`config.mk`:
```
export PLATFORM = sky130hd
export DESIGN_NAME = ar_forward
export DESIGN_NICKNAME = d
export VERILOG_FILES = /design/src/rtl/axi_ic_pkg.sv /design/src/rtl/outstanding_counter.sv /design/src/rtl/ar_forward.sv
export SDC_FILE = /design/constraint.sdc
export NUM_CORES = 1
export LEC_CHECK = 0
export CAP_MARGIN = 20
export CORE_MARGIN = 2
export CORE_UTILIZATION = 43
export DETAILED_ROUTE_END_ITERATION = 12
export PLACE_DENSITY = 0.86
export SYNTH_ARGS = -nofsm -noshare
export SYNTH_HDL_FRONTEND = slang
export SYNTH_SLANG_ARGS = --single-unit
```
`constraint.sdc`:
```
create_clock -name clk -period 4.4 [get_ports clk]
set_input_delay 0.88 -clock clk [delete_from_list [all_inputs] [get_ports clk]]
set_output_delay 0.88 -clock clk [all_outputs]
set_load 0.02 [all_outputs]
```
`src/rtl/axi_ic_pkg.sv`:
```
// Shared interconnect definitions: master/slave counts, index widths and the
// AR forwarding state encoding.
package axi_ic_pkg;

    localparam int unsigned M         = 2;
    localparam int unsigned S         = 2;
    localparam int unsigned MST_IDX_W = $clog2(M);
    localparam int unsigned SLV_IDX_W = $clog2(S);

    typedef enum logic [1:0] {
        ST_IDLE = 2'd0,
        ST_SEND = 2'd1,
        ST_ACK  = 2'd2
    } ar_state_e;

endpackage

```
`src/rtl/outstanding_counter.sv`:
```
// Per-master count of accepted reads whose final R beat has not completed yet;
// saturates at MAX_COUNT and ignores spurious decrements at zero.
module outstanding_counter #(
    parameter int unsigned MAX_COUNT = 4
) (
    input  logic clk,
    input  logic rst_n,
    input  logic i_inc,
    input  logic i_dec,
    output logic o_full
);

    localparam int unsigned CNT_W = $clog2(MAX_COUNT + 1);

    logic [CNT_W-1:0] r_count;

    // Coincident inc/dec cancel; each direction is clamped at its bound.
    always_ff @(posedge clk or negedge rst_n) begin
        if (!rst_n) begin
            r_count <= '0;
        end else if (i_inc && !i_dec) begin
            if (r_count != CNT_W'(MAX_COUNT)) begin
                r_count <= r_count + CNT_W'(1);
            end
        end else if (i_dec && !i_inc) begin
            if (r_count != '0) begin
                r_count <= r_count - CNT_W'(1);
            end
        end
    end

    assign o_full = (r_count == CNT_W'(MAX_COUNT));

endmodule

```
`src/rtl/ar_forward.sv`:
```
// Forwards one granted AR request at a time from two masters to two slaves,
// pulsing the master's ARready once the slave has accepted the address.
module ar_forward
    import axi_ic_pkg::*;
#(
    parameter int unsigned ADDR_WIDTH            = 32,
    parameter int unsigned ID_WIDTH              = 4,
    parameter int unsigned NUM_OUTSTANDING_TRANS = 4
) (
    input  logic                  clk,
    input  logic                  rst,

    input  logic                  M0_ARgrant,
    input  logic                  M0_ARsel,
    input  logic                  M0_ARvalid,
    input  logic [ADDR_WIDTH-1:0] M0_ARaddr,
    input  logic [ID_WIDTH-1:0]   M0_ARid,
    output logic                  M0_ARready,
    output logic                  M0_ARfull,
    input  logic                  M0_Rdone,

    input  logic                  M1_ARgrant,
    input  logic                  M1_ARsel,
    input  logic                  M1_ARvalid,
    input  logic [ADDR_WIDTH-1:0] M1_ARaddr,
    input  logic [ID_WIDTH-1:0]   M1_ARid,
    output logic                  M1_ARready,
    output logic                  M1_ARfull,
    input  logic                  M1_Rdone,

    output logic                  S0_ARvalid,
    input  logic                  S0_ARready,
    output logic                  S1_ARvalid,
    input  logic                  S1_ARready,
    output logic [ADDR_WIDTH-1:0] S_ARaddr,
    output logic [ID_WIDTH:0]     S_ARid
);

    ar_state_e              r_state;
    logic [ADDR_WIDTH-1:0]  r_addr;
    logic [ID_WIDTH:0]      r_id;
    logic [SLV_IDX_W-1:0]   r_sel;
    logic [MST_IDX_W-1:0]   r_mst;
    logic                   r_s0_valid;
    logic                   r_s1_valid;
    logic                   r_m0_ready;
    logic                   r_m1_ready;

    logic                   w_m0_full;
    logic                   w_m1_full;
    logic                   w_m0_req;
    logic                   w_m1_req;
    logic                   w_cap;
    logic [MST_IDX_W-1:0]   w_cap_mst;
    logic [SLV_IDX_W-1:0]   w_cap_sel;
    logic [ADDR_WIDTH-1:0]  w_cap_addr;
    logic [ID_WIDTH-1:0]    w_cap_id;
    logic                   w_hs;
    logic                   w_m0_inc;
    logic                   w_m1_inc;

    // Master 0 takes priority if the arbiter ever grants both at once.
    assign w_m0_req   = M0_ARgrant & M0_ARvalid & ~w_m0_full;
    assign w_m1_req   = M1_ARgrant & M1_ARvalid & ~w_m1_full;
    assign w_cap      = w_m0_req | w_m1_req;
    assign w_cap_mst  = w_m0_req ? '0 : MST_IDX_W'(1);
    assign w_cap_sel  = w_m0_req ? SLV_IDX_W'(M0_ARsel) : SLV_IDX_W'(M1_ARsel);
    assign w_cap_addr = w_m0_req ? M0_ARaddr : M1_ARaddr;
    assign w_cap_id   = w_m0_req ? M0_ARid : M1_ARid;

    assign w_hs     = (r_state == ST_SEND) &
                      ((r_sel == '0) ? S0_ARready : S1_ARready);
    assign w_m0_inc = w_hs & (r_mst == '0);
    assign w_m1_inc = w_hs & (r_mst == MST_IDX_W'(1));

    always_ff @(posedge clk or negedge rst) begin
        if (!rst) begin
            r_state    <= ST_IDLE;
            r_addr     <= '0;
            r_id       <= '0;
            r_sel      <= '0;
            r_mst      <= '0;
            r_s0_valid <= 1'b0;
            r_s1_valid <= 1'b0;
            r_m0_ready <= 1'b0;
            r_m1_ready <= 1'b0;
        end else begin
            r_m0_ready <= 1'b0;
            r_m1_ready <= 1'b0;
            case (r_state)
                ST_IDLE: begin
                    if (w_cap) begin
                        r_addr     <= w_cap_addr;
                        r_id       <= {w_cap_mst, w_cap_id};
                        r_sel      <= w_cap_sel;
                        r_mst      <= w_cap_mst;
                        r_s0_valid <= (w_cap_sel == '0);
                        r_s1_valid <= (w_cap_sel == SLV_IDX_W'(1));
                        r_state    <= ST_SEND;
                    end
                end
                ST_SEND: begin
                    if (w_hs) begin
                        r_s0_valid <= 1'b0;
                        r_s1_valid <= 1'b0;
                        r_m0_ready <= (r_mst == '0);
                        r_m1_ready <= (r_mst == MST_IDX_W'(1));
                        r_state    <= ST_ACK;
                    end
                end
                ST_ACK: begin
                    r_state <= ST_IDLE;
                end
                default: begin
                    r_state <= ST_IDLE;
                end
            endcase
        end
    end

    outstanding_counter #(
        .MAX_COUNT (NUM_OUTSTANDING_TRANS)
    ) u_cnt_m0 (
        .clk    (clk),
        .rst_n  (rst),
        .i_inc  (w_m0_inc),
        .i_dec  (M0_Rdone),
        .o_full (w_m0_full)
    );

    outstanding_counter #(
        .MAX_COUNT (NUM_OUTSTANDING_TRANS)
    ) u_cnt_m1 (
        .clk    (clk),
        .rst_n  (rst),
        .i_inc  (w_m1_inc),
        .i_dec  (M1_Rdone),
        .o_full (w_m1_full)
    );

    assign S0_ARvalid = r_s0_valid;
    assign S1_ARvalid = r_s1_valid;
    assign S_ARaddr   = r_addr;
    assign S_ARid     = r_id;
    assign M0_ARready = r_m0_ready;
    assign M1_ARready = r_m1_ready;
    assign M0_ARfull  = w_m0_full;
    assign M1_ARfull  = w_m1_full;

endmodule

```
==> impl_metrics.csv, run 1 <==
group,metric,value,unit
grt,grt_pass1_vias,2314,
logic_synthesis,ys_ff_latch,50,
timing,tightest_slew,810,ps
floorplanning,die_y,79.0,µm
timing,max_freq,353,MHz
floorplanning,io_pins,127,
critical_path,cp-start-kind,"register",
finish,area_growth,57.9,%
critical_path,regToRegSetupSlack,2170,ps
power_and_ir_drop,cellLeakagePower,0.00151,µW
floorplanning,fp.dieW,79.0,µm
timing,min_period,2830,ps
critical_path,path_max_fanout,5,
logic_synthesis,ys_warn_count,0,
min_path,hold_class,"in -> async",
critical_path,end_kind,"output port",
detailed_routing,first_pass_iters,4,
finish,nets,424,
detailed_routing,routed_wl,7.15,mm
logic_synthesis,synth_largest_area_cell,"dfrtp_1",
critical_path,r2r_cells,7,
detailed_routing,via_per_inst,5.72,
critical_path,r2r_start,"r_state[0]$_DFFE_PN0P_",
floorplanning,start_util,44.2,%
detailed_routing,drt_iter0_drc,86,
timing,rsz0062_at_grt,"false",
floorplanning,coreArea,5470,µm²
detailed_routing,drc,0,
logic_synthesis,async_flop_share,100,%
critical_path,crit_required,3520,ps
logic_synthesis,dominantRegCellSynth,"dfrtp_1",
clocking,h-tree-depth,2,
clocking,cts.sinks,50,
run_status,status,"complete, no violations",
logic_synthesis,synthCells,217,
timing,post-route-period-util,64.3,%
placement,numPortBuffers,126,
timing,fin_tns_setup,0,ps
grt,antenna_found_initial,0,
critical_path,criticalPathCategory,"reg -> out",
logic_synthesis,yosysSeqAreaShare,51.7,%
clocking,postCtsHoldBufs,0,
floorplanning,dieArea,6250,µm²
logic_synthesis,synth_top_family_by_area,"compound AO/OA/AOI/OAI gates",
logic_synthesis,synth-simple-area-share,7.29,%
logic_synthesis,synth.avg_cell_area,11.2,µm²
detailed_routing,num_vias,2351,
logic_synthesis,synth-compound-area-share,31.6,%
logic_synthesis,synthDominantCellAreaShare,51.7,%
clocking,cts_tree,"built",
placement,dp_hpwl,5.12,mm
power_and_ir_drop,peakVddDrop,0.342,mV
floorplanning,fp-row-count,27,
flow_run,drv_cap,0,
clocking,cts.path.max_buffers,2,
logic_synthesis,synthMuxAreaShare,1.71,%
clocking,cts_setup_buffers,0,
finish,diodes,0,
placement,place_congestion,0.900,
timing,setup_violations,0,
power_and_ir_drop,p_per_area,659,nW/µm²
logic_synthesis,synth_xor_area_share,0.724,%
timing,holdWs,420,ps
timing,maxSlewViolCount,0,
critical_path,crit_start,"u_cnt_m1.r_count[0]$_DFFE_PN0P_",
timing,hold_viol_final,0,
logic_synthesis,synth_fa_ha_area_share,1.65,%
clocking,cts_root_buf,"clkbuf_8",
logic_synthesis,syn-num-nets,303,
logic_synthesis,synth_area_leaders,"dfrtp_1 (52%), a2bb2oi_1 (13%), o22ai_1 (9.6%)",
grt,grt_max_degree,51,
grt,grt_pass1_wl,11.2,mm
critical_path,critical_path_arrival,1950,ps
clocking,cts_resized,0,
clocking,clk_pin_slew,100,ps
finish,drive_gt1_share,7.08,%
critical_path,regToRegEndpoint,"u_cnt_m0.r_count[2]$_DFFE_PN0P_",
critical_path,crit_end,"M1_ARfull",
logic_synthesis,synth_cell_types,43,
clocking,cts_buffers,5,
grt,grt.overflow.total,0,
logic_synthesis,synth-edff-count,0,
detailed_routing,wl_per_cell,17.4,µm
grt,gr-usage-all-layers,22.3,%
timing,slew_headroom,45.9,%
detailed_routing,route.antenna.remaining_nets,0,
logic_synthesis,syn-cell-area,2420,µm²
timing,fin_worst_skew,10.4,ps
clocking,clk_latency,310,ps
power by group:
group          internal (µW)  switching (µW)
combinational            702             672
clock                    144             155
sequential               681             166
total                   1530             993
how the worst min path moves through the flow:
| stage | slack [ps] | from | cells past startpoint | to |
|---|---|---|---|---|
| after floorplan | 450 | r_state[1]$_DFFE_PN0P_ | 1 | r_state[0]$_DFFE_PN0P_ |
| after global placement | 490 | r_state[1]$_DFFE_PN0P_ | 1 | r_state[0]$_DFFE_PN0P_ |
| after detailed placement | 500 | r_state[1]$_DFFE_PN0P_ | 1 | r_state[0]$_DFFE_PN0P_ |
| after CTS | 520 | r_state[1]$_DFFE_PN0P_ | 1 | r_state[0]$_DFFE_PN0P_ |
| after global routing | 420 | rst | 1 | u_cnt_m0.r_count[0]$_DFFE_PN0P_ |
| final | 420 | rst | 1 | u_cnt_m0.r_count[2]$_DFFE_PN0P_ |
cells in the mapped netlist, types with 3 or more instances:
cell type / instances
a32o_1: 3
or3_1: 3
inv_1: 5
a2bb2oi_1: 36
nor2_1: 9
nand2_1: 4
mux2i_1: 3
o22ai_1: 37
dfrtp_1: 50
a21oi_1: 8
o21ai_0: 5
buf_6: 3
clkbuf_1: 5
buf_2: 7
routing by layer:
| layer | up-vias | GRT usage, % | share of wire, % | routed length [µm] |
|---|---|---|---|---|
| li1 | 1099 | - | - | - |
| met1 | 1121 | 29.1 | 40 | 2890 |
| met2 | 120 | 37.3 | 49 | 3470 |
| met3 | 11 | 6.02 | 9.6 | 687 |
| met4 | 0 | 5.17 | 1.5 | 107 |
| met5 | - | 0 | 0 | 0 |
stage by stage:
step	instances	power [µW]	cell area, µm²	util (%)	worst slack [ps]
after floorplan	217	1640	2420	-	1980
after global placement	402	2190	3700	67.6	1460
after detailed placement	402	2230	3700	67.6	1360
after CTS	410	2530	3800	69.5	1570
after global routing	411	2690	3820	69.8	1470
final	411	2520	3820	69.8	1570
worst max-delay path, cell delays in order (launching register included):
cell	delay, ps
dfrtp_1	450
or3b_1	480
inv_2	110
clkdlybuf4s50_1	600
cell families (layout without fill, tap and decap cells):
logic type      Yosys count  after routing
simple gates             31             31
mux                       4              4
fa+ha+maj                 2              2
xor+xnor                  2              2
compound gates          104            104
flops                    50             50
buf+inv                  24            146
flip-flops by register name, indices dropped and copies added, names as in the netlist:
signal and flops:
u_cnt_m1.r_count 3, S_ARid 5, r_state 2, S_ARaddr 32
M0_ARready 1, S0_ARvalid 1, u_cnt_m0.r_count 3, r_sel 1
M1_ARready 1, S1_ARvalid 1
final cells by class:
type,instances,area [µm²]
multi-input combinational,143,1040
timing repair buffer,131,1310
clock buffer,7,96.3
inverter,7,26.3
fill,429,1650
clock inverter,1,8.76
sequential,50,1250
tap,72,90.1
cells in the final DEF (no fill, tap or decap), types with 3 or more instances in the layout:
cell type and n:
a21oi_1 8, a2bb2oi_1 36, a32o_1 3, buf_4 4, clkbuf_8 7, clkdlybuf4s50_1 125
dfrtp_1 50, inv_1 5, mux2i_1 3, nand2_1 4, nor2_1 8, o21ai_0 5
o22ai_1 37, or3_1 3
No activity file was read; power rests on OpenSTA's default activity.
==> run 2: changes to the inputs <==
CORE_UTILIZATION = 36   (was 43)
PLACE_DENSITY = 0.77   (was 0.86)
clock period = 2.3 ns   (was 4.4 ns; I/O delays follow)
==> impl_metrics.csv, run 2 (synthesized netlist as in run 1, its figures left out) <==
group,metric,value,unit
finish,diodes,0,
clocking,h-tree-depth,2,
finish,fin_util,61.3,%
clocking,cts_resized,2,
critical_path,path_max_fanout,5,
floorplanning,die_y,86.0,µm
finish,fillerInstances,553,
detailed_routing,first_pass_iters,4,
clocking,postCtsHoldBufs,0,
finish,area_growth,62.7,%
clocking,cts.path.max_buffers,2,
clocking,clk_latency,300,ps
timing,post-route-period-util,93.9,%
finish,final_cell_area,3940,µm²
grt,gr-usage-all-layers,18.5,%
clocking,cts_root_buf,"clkbuf_8",
finish,nets,433,
critical_path,criticalPathCategory,"reg -> reg",
detailed_routing,drt_iter0_drc,58,
detailed_routing,routed_wl,6.94,mm
power_and_ir_drop,cellLeakagePower,0.00157,µW
floorplanning,dieArea,7400,µm²
critical_path,critical_path_arrival,2390,ps
clocking,cts.sinks,50,
detailed_routing,wl_per_cell,16.3,µm
grt,antenna_found_initial,0,
placement,numPortBuffers,126,
timing,maxSlewViolCount,0,
floorplanning,io_pins,127,
run_status,status,"complete, no violations",
critical_path,end_kind,"register",
placement,pre_cts_slack,-185,ps
floorplanning,fp.dieW,86.0,µm
timing,slew_headroom,74.0,%
detailed_routing,via_per_inst,5.43,
power_and_ir_drop,power,4970,µW
finish,largest_reg_flops,32,
finish,final-seq-area,1250,µm²
timing,layout_setup_ws,141,ps
finish,multiInputGateArea,1050,µm²
finish,final_cell_mix,"clkdlybuf4s50_1 (123), dfrtp_1 (49), o22ai_1 (37), a2bb2oi_1 (36), buf_4 (11)",
timing,hold_viol_final,0,
grt,grt_max_degree,51,
detailed_routing,num_vias,2309,
timing,max_freq,463,MHz
clocking,cts_buffers,5,
timing,setup_violations,0,
flow_run,drv_cap,0,
timing,min_period,2160,ps
grt,grt.overflow.total,0,
timing,fin_worst_skew,6.14,ps
power_and_ir_drop,p_per_area,1260,nW/µm²
clocking,cts_tree,"built",
floorplanning,coreArea,6420,µm²
critical_path,cp-start-kind,"register",
grt,grt_pass1_wl,11.0,mm
critical_path,crit_required,2530,ps
placement,place_congestion,0.855,
power_and_ir_drop,peakVddDrop,0.706,mV
min_path,hold_class,"in -> async",
timing,tightest_slew,386,ps
clocking,cts_setup_buffers,0,
detailed_routing,route.antenna.remaining_nets,0,
placement,placed_area,3820,µm²
floorplanning,start_util,37.7,%
grt,grt_pass1_vias,2323,
timing,fin_tns_setup,0,ps
floorplanning,fp-row-count,29,
timing,rsz0062_at_grt,"false",
placement,dp_hpwl,5.19,mm
finish,final_common_cell,"clkdlybuf4s50_1",
finish,drive_gt1_share,10.1,%
clocking,clk_pin_slew,100,ps
detailed_routing,drc,0,
## run 2: cell types whose count changed in the layout (fill, tap and decap cells not counted), moves of 2 or more
cell	before	now
buf_12	1	3
dlygate4sd2_1	0	2
clkbuf_8	7	5
clkdlybuf4s50_1	125	123
buf_4	4	11
## run 2: layer usage
layer  vias up  wire length (µm)  global-route usage [%]  share of wire [%]
met5         -                 0                       0                  0
met4         0               148                    6.06                2.1
met3        16               603                    4.81                8.7
met2        98              3270                    31.9                 47
met1      1085              2920                    22.5                 42
li1       1110                 -                       -                  -
## run 2: report_power, final
part | switching, µW | internal [µW]
Sequential | 299 | 1300
Combinational | 1310 | 1420
Clock | 309 | 332
## run 2: worst paths after layout
check	startpoint	endpoint	slack (ps)	depth (start not counted)
worst min-delay path	rst	u_cnt_m1.r_count[0]$_DFFE_PN0P_	120	2
worst max-delay path	r_state[1]$_DFFE_PN0P_	u_cnt_m0.r_count[2]$_DFFE_PN0P_	140	7
max in group asynchronous	rst	r_state[1]$_DFFE_PN0P_	1940	2
worst max register to register	r_state[1]$_DFFE_PN0P_	u_cnt_m0.r_count[2]$_DFFE_PN0P_	140	7
min in group clk	r_state[1]$_DFFE_PN0P_	r_state[0]$_DFFE_PN0P_	510	1
worst min register to register	r_state[1]$_DFFE_PN0P_	r_state[0]$_DFFE_PN0P_	510	1
## run 2: worst max-delay path: stages (launching register included)
cell	delay (ps)
dfrtp_2	450
or3b_4	420
or3_1	360
fa_2	360
nand2b_1	170
nor2_1	100
mux2i_1	80
mux2i_1	150
## run 2: area by class of cell
class	instances	share of cell area (%)
tap	77	2.45
clock inverter	3	1.24
multi-input combinational	143	26.7
sequential	50	31.8
timing repair buffer	140	35.4
inverter	7	0.667
clock buffer	5	1.75
## run 2: stage by stage
stage	hold WS, ps	instances
after global routing	134	425
after floorplan	164	217
after detailed placement	469	417
final	120	425
after CTS	127	425
after global placement	468	417
